--- src/rtl/core_halt_monitor.sv ---
// Passive pipeline observer: detects the terminating self-loop with decode empty,
// and keeps cycle / retired-instruction / stall counters that freeze once halted.
module core_halt_monitor #(
  parameter int          CNT_WIDTH    = 32,
  parameter int          HALT_CONFIRM = 2,
  parameter logic [31:0] HALT_INSTR   = 32'h0000006F,
  parameter logic [31:0] BUBBLE_INSTR = 32'h00000000
) (
  input  logic                 clk,
  input  logic                 rst,
  input  logic [31:0]          fetch_instr,
  input  logic [31:0]          decode_instr,
  input  logic                 decode_valid,
  input  logic                 stall,
  input  logic                 clear,
  output logic                 halted,
  output logic [CNT_WIDTH-1:0] cycles,
  output logic [CNT_WIDTH-1:0] instret,
  output logic [CNT_WIDTH-1:0] stall_cycles,
  output logic                 overflow
);

  typedef enum logic [1:0] {RUN, ARMED, HALTED} state_t;

  localparam logic [CNT_WIDTH-1:0] CNT_MAX = '1;
  localparam logic [CNT_WIDTH-1:0] CNT_ONE = {{(CNT_WIDTH-1){1'b0}}, 1'b1};
  localparam logic [3:0]           HC4     = HALT_CONFIRM[3:0];

  state_t                 state_q;
  logic [3:0]             conf_q;
  logic [CNT_WIDTH-1:0]   mark_q;
  logic                   halted_q, overflow_q;
  logic [CNT_WIDTH-1:0]   cycles_q, instret_q, stall_q;

  logic                   match, ins_evt, halt_now;
  logic                   cyc_sat, ins_sat, stl_sat;
  logic [CNT_WIDTH-1:0]   cycles_d, instret_d, stall_d;
  logic                   overflow_d;

  always_comb begin
    match    = (fetch_instr == HALT_INSTR) && (decode_instr == BUBBLE_INSTR);
    ins_evt  = decode_valid && !stall && (decode_instr != BUBBLE_INSTR);
    halt_now = match && (((state_q == RUN) && (HALT_CONFIRM == 1)) ||
                         ((state_q == ARMED) && ((conf_q + 4'd1) == HC4)));
    cyc_sat  = (cycles_q == CNT_MAX);
    ins_sat  = (instret_q == CNT_MAX);
    stl_sat  = (stall_q == CNT_MAX);

    // On the halting edge cycles is rewound to the count before the loop was first seen.
    if (halt_now)
      cycles_d = (state_q == RUN) ? cycles_q : mark_q;
    else
      cycles_d = cyc_sat ? cycles_q : cycles_q + CNT_ONE;
    instret_d  = (ins_evt && !ins_sat) ? instret_q + CNT_ONE : instret_q;
    stall_d    = (stall && !stl_sat) ? stall_q + CNT_ONE : stall_q;
    overflow_d = overflow_q | (!halt_now && cyc_sat) | (ins_evt && ins_sat) | (stall && stl_sat);
  end

  always_ff @(posedge clk) begin
    if (!rst || clear) begin
      state_q    <= RUN;
      conf_q     <= 4'd0;
      mark_q     <= '0;
      halted_q   <= 1'b0;
      overflow_q <= 1'b0;
      cycles_q   <= '0;
      instret_q  <= '0;
      stall_q    <= '0;
    end else if (state_q != HALTED) begin
      cycles_q   <= cycles_d;
      instret_q  <= instret_d;
      stall_q    <= stall_d;
      overflow_q <= overflow_d;
      if (halt_now) begin
        state_q  <= HALTED;
        halted_q <= 1'b1;
      end else begin
        unique case (state_q)
          RUN: begin
            if (match) begin
              state_q <= ARMED;
              mark_q  <= cycles_q;
              conf_q  <= 4'd1;
            end
          end
          ARMED: begin
            if (match) begin
              conf_q <= conf_q + 4'd1;
            end else begin
              state_q <= RUN;
              conf_q  <= 4'd0;
            end
          end
          default: ;
        endcase
      end
    end
  end

  assign halted       = halted_q;
  assign cycles       = cycles_q;
  assign instret      = instret_q;
  assign stall_cycles = stall_q;
  assign overflow     = overflow_q;

endmodule

--- config.mk ---
export PLATFORM = sky130hd
export DESIGN_NAME = core_halt_monitor
export DESIGN_NICKNAME = d
export VERILOG_FILES = /design/src/rtl/core_halt_monitor.sv
export SDC_FILE = /design/constraint.sdc
export NUM_CORES = 1
export LEC_CHECK = 0
export ABC_AREA = 1
export CAP_MARGIN = 5
export CORE_MARGIN = 3
export CORE_UTILIZATION = 56
export DETAILED_ROUTE_END_ITERATION = 6
export HOLD_SLACK_MARGIN = 0.03
export PLACE_DENSITY = 0.9
export SLEW_MARGIN = 10
export SYNTH_ARGS = -nofsm -noshare
export SYNTH_HDL_FRONTEND = slang
export SYNTH_SLANG_ARGS = --single-unit
--- constraint.sdc ---
create_clock -name clk -period 4.26 [get_ports clk]
set_input_delay 0.639 -clock clk [delete_from_list [all_inputs] [get_ports clk]]
set_output_delay 0.639 -clock clk [all_outputs]
set_load 0.05 [all_outputs]
==> flow_summary_export.csv, run 1 <==
group,metric,value,unit
timing,whs,0.480,ns
global_routing,grtUsageTotal,29.2,%
yosys,ys_ff_latch,136,
drt,wl,23200,µm
timing,final_hold_viol_count,0,
place,portBuffers,166,
drt,via_per_inst,5.57,
clock_tree,htreeDepth,4,
cells_and_area,layout_commonest_cell,"nand2_1",
global_routing,grt_pass1_wl,38500,µm
power,swShare,20.5,%
yosys,yosys_warnings,0,
power,pwr-share-clk,52.8,%
timing,fmax,348,MHz
timing,setup_viol,0,
yosys,syn-instance-count,1238,
cells_and_area,instances_no_fill,1571,
clock_tree,clk_latency,0.43,ns
critical_path,required,4.57,ns
critical_path,reg2reg_setup_slack,1.38,ns
yosys,syn_avg_cell_area,6.34,µm²
floorplanning,initial_core_util,58.3,%
drt,ant_nets,0,
clock_tree,cts-buffers-inserted,17,
floorplanning,fp.coreArea,0.0135,mm²
global_routing,grt_pass1_vias,8124,
critical_path,crit_end,"instret[2]$_SDFFE_PP0P_",
timing,slew_headroom,26.7,%
power,combPwrFrac,4.9,%
power,internal-power,2.40,mW
drt,firstDrtPassIters,6,
timing,rsz0062_at_grt,"no",
yosys,async_flop_share,0,%
cells_and_area,nets,1458,
cells_and_area,seqCellArea,0.00272,mm²
cells_and_area,n_fill_cell,1077,
drt,wl_per_cell,14.8,µm
clock_tree,clk_path_buf_depth,2,
timing,final.min_clock_period,2.88,ns
timing,finalCritPeriodShare,67.5,%
yosys,synth_ff_type,"dfxtp_1",
clock_tree,clkSinkCount,136,
yosys,synth_seq_area_share,34.7,%
power,seqPwrFrac,42.4,%
critical_path,arrival,3.19,ns
global_routing,antenna_found_initial,0,
floorplanning,die_height,124,µm
place,place_congestion,0.960,
critical_path,r2r_end,"instret[2]$_SDFFE_PP0P_",
min_path,min_from,"stall_cycles[6]$_SDFFE_PP0P_",
yosys,synth_cell_type_count,36,
global_routing,overflow,0,
yosys,synth_edf_count,0,
clock_tree,path_clk_slew,0.06,ns
place,hpwl,16000,µm
critical_path,r2r_start,"instret[1]$_SDFFE_PP0P_",
floorplanning,rows,42,
power,worst_ir_drop_vdd,0.000277,V
drt,drt_iter0_markers,877,
global_routing,grt_max_degree,82,
timing,finalMaxSlewViolations,0,
clock_tree,cts_resized,0,
drt,drc,0,
critical_path,worstPathMaxFanout,35,
place,placed_cells,1541,
yosys,synth_fp_nets,1312,
clock_tree,post_cts_buffers,0,
cells_and_area,multi_input_area,0.00452,mm²
cells_and_area,n_antenna_cell,0,
min_path,hold_depth,2,
clock_tree,ctsHoldBuffers,0,
critical_path,startpoint,"instret[1]$_SDFFE_PP0P_",
place,pre_cts_slack,1.17,ns
critical_path,path_class,"reg2reg",
power,p_leak,3.56,nW
power,powerDensity,297,mW/mm²
critical_path,endpoint_kind,"flip-flop",
power,p_switching,617,µW
clock_tree,tritoncts,"yes",
floorplanning,dieArea,0.0155,mm²
cells_and_area,mostFrequentLayoutCells,"nand2_1 (361), nor2_1 (202), clkdlybuf4s50_1 (166)",
drt,vias,8751,
cells_and_area,final_util,75.5,%
floorplanning,pin_count,167,
cells_and_area,drive_above_1_share,4.37,%
critical_path,reg2reg_depth,12,
yosys,synth_area,0.00785,mm²
timing,fin_ws,1.38,ns
cells_and_area,area_growth,29.5,%
timing,tns,0,ns
critical_path,startpoint_type,"flip-flop",
floorplanning,die_x,124,µm
clock_tree,cts-root-buf,"clkbuf_16",
timing,tightestPinTransition,1.10,ns
min_path,worst_hold_path_type,"reg2reg",
flow_run,max_cap_violations,0,
timing,clock-skew-final,0.00969,ns
run_status,status,"finished, final reports clean",
## sequential cells by signal, indices dropped and copies added (netlist names)
| register | cells |
|---|---|
| halted | 1 |
| overflow | 1 |
| state_q | 2 |
| instret | 32 |
| stall_cycles | 32 |
| cycles | 32 |
| mark_q | 32 |
| conf_q | 4 |
## Yosys cell counts, drive strengths merged (5+ instances only)
master	count	area [µm²]
a21oi	91	455
buf	28	191
clkbuf	15	57.6
dfxtp	136	2720
ha	5	62.6
inv	99	372
nand2	365	1380
nand3	71	378
nand4	20	125
nor2	213	845
nor3	41	216
nor3b	5	37.5
o21ai	71	355
xnor2	17	149
xor2	39	342
## kinds of logic (layout without fill, tap and decap cells)
group | count (synthesis) | count (layout) | synth area share (%)
XOR/XNOR | 56 | 56 | 6.25
flip-flops | 136 | 136 | 34.7
buffers and inverters | 142 | 299 | 7.91
AND/OR/NAND/NOR | 726 | 726 | 38.9
AO/OA/AOI/OAI | 173 | 173 | 11.4
adder cells (fa/ha/maj) | 5 | 5 | 0.797
## critical path: stages, from the launching register on
cell and delay (ns):
dfxtp_1 0.38, ha_1 0.18, nand2_1 0.07, nor2_1 0.16, nand2_1 0.10, nor2_1 0.20
nand2_1 0.10, nor2_1 0.14, inv_1 0.40, nand2_2 0.68, o21ai_0 0.20, nand2_1 0.10
nor2_1 0.05
## per-layer routing
metal / global-route usage [%] / wire length (µm) / vias up
li1: - / - / 4263
met1: 37.3 / 9550 / 4019
met2: 49.5 / 11400 / 416
met3: 5.70 / 1770 / 53
met4: 9.35 / 476 / 0
met5: 0 / 0 / -
## per-stage QoR
stage	power, mW	area, µm²
after CTS	3.02	10200
after floorplan	1.37	7850
after global placement	1.45	9520
after detailed placement	1.45	9520
after global routing	3.09	10200
final	3.02	10200
## how the worst min path moves through the flow
stage | slack, ns | to
final | 0.48 | stall_cycles[6]$_SDFFE_PP0P_
after global routing | 0.50 | stall_cycles[6]$_SDFFE_PP0P_
after CTS | 0.48 | stall_cycles[6]$_SDFFE_PP0P_
after detailed placement | 0.47 | halted$_SDFFE_PP0P_
after global placement | 0.45 | halted$_SDFFE_PP0P_
after floorplan | 0.45 | cycles[31]$_SDFFE_PP0P_
## power by group through the flow
stage	clock network, mW	logic [mW]	registers [mW]
after floorplan	0	0.0578	1.31
after global placement	0	0.143	1.31
after detailed placement	0	0.145	1.31
after CTS	1.60	0.146	1.28
after global routing	1.65	0.159	1.28
final	1.59	0.147	1.28
## cell type report
cell class | count | area share (%)
timing repair buffer | 170 | 16.6
sequential | 136 | 26.8
tap | 176 | 2.17
inverter | 99 | 3.66
multi-input combinational | 960 | 44.5
clock inverter | 7 | 1.38
clock buffer | 23 | 4.90
Note: power is estimated with default switching activity, not from simulation.
==> inputs of run 2 (changes only) <==
--- a/config.mk
+++ b/config.mk
@@ -8,10 +8,10 @@
 export ABC_AREA = 1
 export CAP_MARGIN = 5
 export CORE_MARGIN = 3
-export CORE_UTILIZATION = 56
+export CORE_UTILIZATION = 52
 export DETAILED_ROUTE_END_ITERATION = 6
 export HOLD_SLACK_MARGIN = 0.03
-export PLACE_DENSITY = 0.9
+export PLACE_DENSITY = 0.84
 export SLEW_MARGIN = 10
 export SYNTH_ARGS = -nofsm -noshare
 export SYNTH_HDL_FRONTEND = slang
==> constraint.sdc (replaced) <==
create_clock -name clk -period 2.7 [get_ports clk]
set_input_delay 0.405 -clock clk [delete_from_list [all_inputs] [get_ports clk]]
set_output_delay 0.405 -clock clk [all_outputs]
set_load 0.05 [all_outputs]
==> flow_summary_export.csv, run 2 (same netlist as run 1, synthesis figures left out) <==
group,metric,value,unit
power,total_power,4.49,mW
drt,ant_nets,0,
clock_tree,cts-buffers-inserted,17,
clock_tree,cts_resized,0,
critical_path,r2r_start,"cycles[0]$_SDFFE_PP0P_",
drt,vias,8558,
critical_path,endpoint_kind,"flip-flop",
power,internal-power,3.45,mW
power,p_switching,1.04,mW
power,swShare,23.1,%
drt,via_per_inst,5.38,
power,p_leak,3.58,nW
timing,finalMaxSlewViolations,0,
min_path,worst_hold_path_type,"reg2reg",
floorplanning,fp.coreArea,0.0146,mm²
critical_path,r2r_end,"cycles[29]$_SDFFE_PP0P_",
clock_tree,clkSinkCount,136,
global_routing,grt_max_degree,65,
power,combPwrFrac,5.3,%
floorplanning,initial_core_util,53.6,%
critical_path,crit_cells,12,
clock_tree,clk_path_buf_depth,2,
place,place_congestion,0.927,
global_routing,grtUsageTotal,27.0,%
clock_tree,post_cts_buffers,0,
cells_and_area,area_growth,30.4,%
power,powerDensity,439,mW/mm²
timing,slew_headroom,61.0,%
cells_and_area,n_antenna_cell,0,
floorplanning,pin_count,167,
critical_path,startpoint,"cycles[0]$_SDFFE_PP0P_",
critical_path,arrival,2.74,ns
critical_path,crit_end,"cycles[29]$_SDFFE_PP0P_",
clock_tree,path_clk_slew,0.06,ns
run_status,status,"complete, but fails checks",
drt,drc,1,
clock_tree,cts-root-buf,"clkbuf_16",
critical_path,path_buf_inv,2,
drt,drt_iter0_markers,774,
critical_path,crit_family,"simple AND/OR/NAND/NOR gates",
drt,wl_per_cell,14.1,µm
floorplanning,rows,44,
clock_tree,htreeDepth,4,
run_status,violations,"design-rule violations",
power,pwr-share-clk,49.9,%
critical_path,reg2reg_depth,12,
cells_and_area,drive_above_1_share,5.26,%
timing,setup_viol,0,
cells_and_area,instances_no_fill,1591,
place,hpwl,16100,µm
critical_path,required,3.01,ns
power,seqPwrFrac,44.8,%
critical_path,cp_cell_sequence,"ha_1 -> nand3_1 -> nor2_2 -> inv_2 -> nor2_4 -> nand3_2 -> nor2_1 -> nand2_1 -> nand2_2 -> buf_4 -> a21oi_1 -> and2_1",
floorplanning,die_x,129,µm
floorplanning,die_height,129,µm
drt,firstDrtPassIters,7,
place,portBuffers,166,
floorplanning,dieArea,0.0166,mm²
clock_tree,clk_latency,0.42,ns
place,placed_cells,1559,
timing,tns,0,ns
timing,tightestPinTransition,0.581,ns
critical_path,path_class,"reg2reg",
critical_path,startpoint_type,"flip-flop",
timing,clock-skew-final,0.00809,ns
critical_path,reg2reg_setup_slack,0.27,ns
critical_path,max_stage_delay,0.44,ns
cells_and_area,mostFrequentLayoutCells,"nand2_1 (361), nor2_1 (202), clkdlybuf4s50_1 (166)",
power,worst_ir_drop_vdd,0.000469,V
critical_path,worstPathMaxFanout,39,
cells_and_area,nets,1468,
clock_tree,tritoncts,"yes",
clock_tree,ctsHoldBuffers,0,
global_routing,overflow,0,
drt,wl,22500,µm
cells_and_area,layout_commonest_cell,"nand2_1",
timing,final.min_clock_period,2.43,ns
cells_and_area,final_util,69.9,%
timing,final_hold_viol_count,0,
global_routing,antenna_found_initial,0,
timing,rsz0062_at_grt,"no",
critical_path,cp_slowest_cell,"dfxtp_1",
flow_run,max_cap_violations,0,
timing,fmax,411,MHz
global_routing,grt_pass1_vias,7803,
timing,finalCritPeriodShare,90.1,%
global_routing,grt_pass1_wl,37200,µm
run 2: worst min-delay path by stage:
stage                     cells past startpoint                      end  slack [ns]               startpoint
after detailed placement                      1      halted$_SDFFE_PP0P_        0.45      halted$_SDFFE_PP0P_
after global placement                        1      halted$_SDFFE_PP0P_        0.45      halted$_SDFFE_PP0P_
final                                         1      halted$_SDFFE_PP0P_        0.46      halted$_SDFFE_PP0P_
after floorplan                               2  cycles[31]$_SDFFE_PP0P_        0.45  mark_q[31]$_SDFFE_PP0P_
after CTS                                     1      halted$_SDFFE_PP0P_        0.47      halted$_SDFFE_PP0P_
after global routing                          1      halted$_SDFFE_PP0P_        0.51      halted$_SDFFE_PP0P_
run 2: power groups by stage:
| stage | Clock [mW] | Combinational [mW] | Sequential (mW) |
|---|---|---|---|
| finish | 2.24 | 0.237 | 2.02 |
| CTS | 2.26 | 0.236 | 2.02 |
| detailed placement | 0 | 0.236 | 2.06 |
| global route | 2.35 | 0.257 | 2.01 |
| global placement | 0 | 0.232 | 2.06 |
| floorplan | 0 | 0.0913 | 2.07 |
run 2: final cells by class:
type | instances | area (µm²)
Sequential cell | 136 | 2720
Clock inverter | 13 | 123
Fill cell | 1288 | 4410
Multi-Input combinational cell | 960 | 4520
Inverter | 99 | 372
Tap cell | 184 | 230
Clock buffer | 19 | 453
Timing Repair Buffer | 180 | 1820
run 2: per-layer routing:
layer / global-route usage, % / wire length, µm / vias up
met2: 46.7 / 11000 / 347
met1: 34.9 / 9640 / 3880
met3: 4.73 / 1490 / 45
li1: - / - / 4286
met4: 7.29 / 397 / 0
met5: 0 / 0 / -
run 2: metrics by stage:
stage                     instance area [µm²]  hold WS [ns]  setup WS (ns)
after global routing                    10200         0.510          0.172
after floorplan                          7850         0.452          0.486
after detailed placement                 9660         0.453          0.256
after global placement                   9660         0.447          0.329
after CTS                               10200         0.467          0.288
final                                   10200         0.465          0.268
==> inputs of run 3 (changes only) <==
--- a/config.mk
+++ b/config.mk
@@ -8,10 +8,11 @@
 export ABC_AREA = 1
 export CAP_MARGIN = 5
 export CORE_MARGIN = 3
-export CORE_UTILIZATION = 52
+export CORE_UTILIZATION = 40
 export DETAILED_ROUTE_END_ITERATION = 6
+export GPL_TIMING_DRIVEN = 1
 export HOLD_SLACK_MARGIN = 0.03
-export PLACE_DENSITY = 0.84
+export PLACE_DENSITY = 0.68
 export SLEW_MARGIN = 10
 export SYNTH_ARGS = -nofsm -noshare
 export SYNTH_HDL_FRONTEND = slang
==> flow_summary_export.csv, run 3 (same netlist as run 1, synthesis figures left out) <==
group,metric,value,unit
run_status,status,"finished, final reports clean",
place,pre_cts_slack,0.285,ns
flow_run,max_cap_violations,0,
power,worst_ir_drop_vdd,0.000484,V
drt,highest_layer,"met4",
critical_path,required,3.02,ns
cells_and_area,mostFrequentLayoutCells,"nand2_1 (361), nor2_1 (202), clkdlybuf4s50_1 (166)",
floorplanning,rows,50,
clock_tree,cts-buffers-inserted,17,
place,portBuffers,166,
timing,slew_headroom,45.4,%
min_path,worstHoldEndpoint,"overflow$_SDFFE_PP0P_",
timing,fmax,418,MHz
drt,firstDrtPassIters,4,
drt,vias,8449,
critical_path,r2r_start,"cycles[0]$_SDFFE_PP0P_",
clock_tree,cts-root-buf,"clkbuf_16",
timing,rsz0062_at_grt,"no",
floorplanning,pin_count,167,
timing,finalMaxSlewViolations,0,
clock_tree,tritoncts,"yes",
critical_path,reg2reg_depth,12,
critical_path,startpoint_type,"flip-flop",
global_routing,grt_pass1_vias,7718,
timing,final.min_clock_period,2.39,ns
timing,tightestPinTransition,0.819,ns
place,dpl_cell_area,0.00978,mm²
clock_tree,clk_path_buf_depth,2,
drt,met3_length,1460,µm
clock_tree,ctsHoldBuffers,0,
power,p_leak,3.67,nW
floorplanning,dieArea,0.0213,mm²
critical_path,path_class,"reg2reg",
clock_tree,post_cts_buffers,0,
power,total_power,4.95,mW
drt,wl_per_cell,13.8,µm
cells_and_area,layout_commonest_cell,"nand2_1",
critical_path,worstPathMaxFanout,39,
cells_and_area,area_growth,33.2,%
clock_tree,htreeDepth,4,
global_routing,grt_max_degree,82,
clock_tree,cts_resized,0,
cells_and_area,design_area,0.0105,mm²
place,hpwl,16500,µm
timing,whs,0.453,ns
clock_tree,clk_latency,0.43,ns
drt,wl_met2,10900,µm
cells_and_area,n_antenna_cell,0,
drt,drt_iter0_markers,479,
cells_and_area,drive_above_1_share,5.39,%
global_routing,grtUsageTotal,21.1,%
timing,finalCritPeriodShare,88.5,%
timing,clock-skew-final,0.0114,ns
timing,setup_viol,0,
floorplanning,initial_core_util,41.3,%
cells_and_area,nets,1473,
timing,final_hold_viol_count,0,
drt,wl_met1,10200,µm
timing,fin_ws,0.309,ns
floorplanning,die_x,146,µm
drt,via_per_inst,5.06,
clock_tree,path_clk_slew,0.05,ns
min_path,min_from,"overflow$_SDFFE_PP0P_",
floorplanning,die_height,146,µm
critical_path,arrival,2.71,ns
min_path,worst_hold_path_type,"reg2reg",
critical_path,r2r_end,"cycles[17]$_SDFFE_PP0P_",
drt,drc,0,
drt,ant_nets,0,
drt,wl,23000,µm
timing,tns,0,ns
global_routing,grt_pass1_wl,37700,µm
global_routing,antenna_found_initial,0,
clock_tree,clkSinkCount,136,
min_path,hold_depth,2,
global_routing,overflow,0,
critical_path,endpoint_kind,"flip-flop",
floorplanning,fp.coreArea,0.0190,mm²
power,powerDensity,474,mW/mm²
cells_and_area,n_fill_cell,1899,
place,place_congestion,0.896,
critical_path,reg2reg_setup_slack,0.31,ns
==> run 3: cell count changes in the layout (fill, tap and decap cells not counted) <==
cell | before | now
clkbuf_8 | 2 | 4
buf_4 | 10 | 16
clkbuf_1 | 0 | 2
buf_12 | 4 | 3
bufinv_16 | 1 | 6
clkinv_2 | 1 | 2
clkinvlp_4 | 7 | 0
inv_6 | 2 | 0
clkinv_4 | 2 | 0
==> run 3: how the worst max path moves through the flow <==
stage | slack (ns) | cells after the start | end | from
after global placement | 0.32 | 14 | cycles[0]$_SDFFE_PP0P_ | fetch_instr[6]
final | 0.31 | 12 | cycles[17]$_SDFFE_PP0P_ | cycles[0]$_SDFFE_PP0P_
after CTS | 0.31 | 12 | cycles[17]$_SDFFE_PP0P_ | cycles[0]$_SDFFE_PP0P_
after detailed placement | 0.29 | 14 | cycles[0]$_SDFFE_PP0P_ | fetch_instr[6]
after floorplan | 0.49 | 13 | cycles[3]$_SDFFE_PP0P_ | cycles[0]$_SDFFE_PP0P_
after global routing | 0.07 | 13 | cycles[19]$_SDFFE_PP0P_ | cycles[0]$_SDFFE_PP0P_
==> run 3: area by class of cell <==
class | instances | area (µm²) | share of cell area (%)
Inverter | 99 | 372 | 3.55
Timing Repair Buffer | 185 | 1840 | 17.6
Tap cell | 260 | 325 | 3.11
Clock inverter | 8 | 190 | 1.82
Clock buffer | 23 | 488 | 4.67
Multi-Input combinational cell | 960 | 4520 | 43.2
Sequential cell | 136 | 2720 | 26.0
==> run 3: worst max-delay path, stage by stage, from the launching register on <==
cell     delay, ns
dfxtp_1       0.42
ha_1          0.25
nand3_1       0.11
nor2_2        0.18
inv_2         0.08
nor2_4        0.14
nand3_2       0.11
nor2_1        0.16
nand2_1       0.09
nand2_2       0.07
buf_4         0.39
a21oi_1       0.11
and2_1        0.15
==> run 3: per-stage QoR <==
stage                     utilization, %  std cells
after floorplan                        -       1238
after global placement              51.4       1640
after detailed placement            51.4       1640
after CTS                           55.0       1671
after global routing                55.0       1671
final                               55.0       1671
==> run 3: report_power, final <==
| part | internal [mW] | switching [mW] |
|---|---|---|
| combinational | 0.126 | 0.114 |
| sequential | 2.01 | 0.00451 |
| clock | 1.82 | 0.874 |
==> run 3: layer usage <==
layer  vias to the layer above  GRT usage (%)
li1                       4294              -
met1                      3864           27.3
met2                       258           35.3
met3                        33           4.22
met4                         0           7.20
met5                         -              0
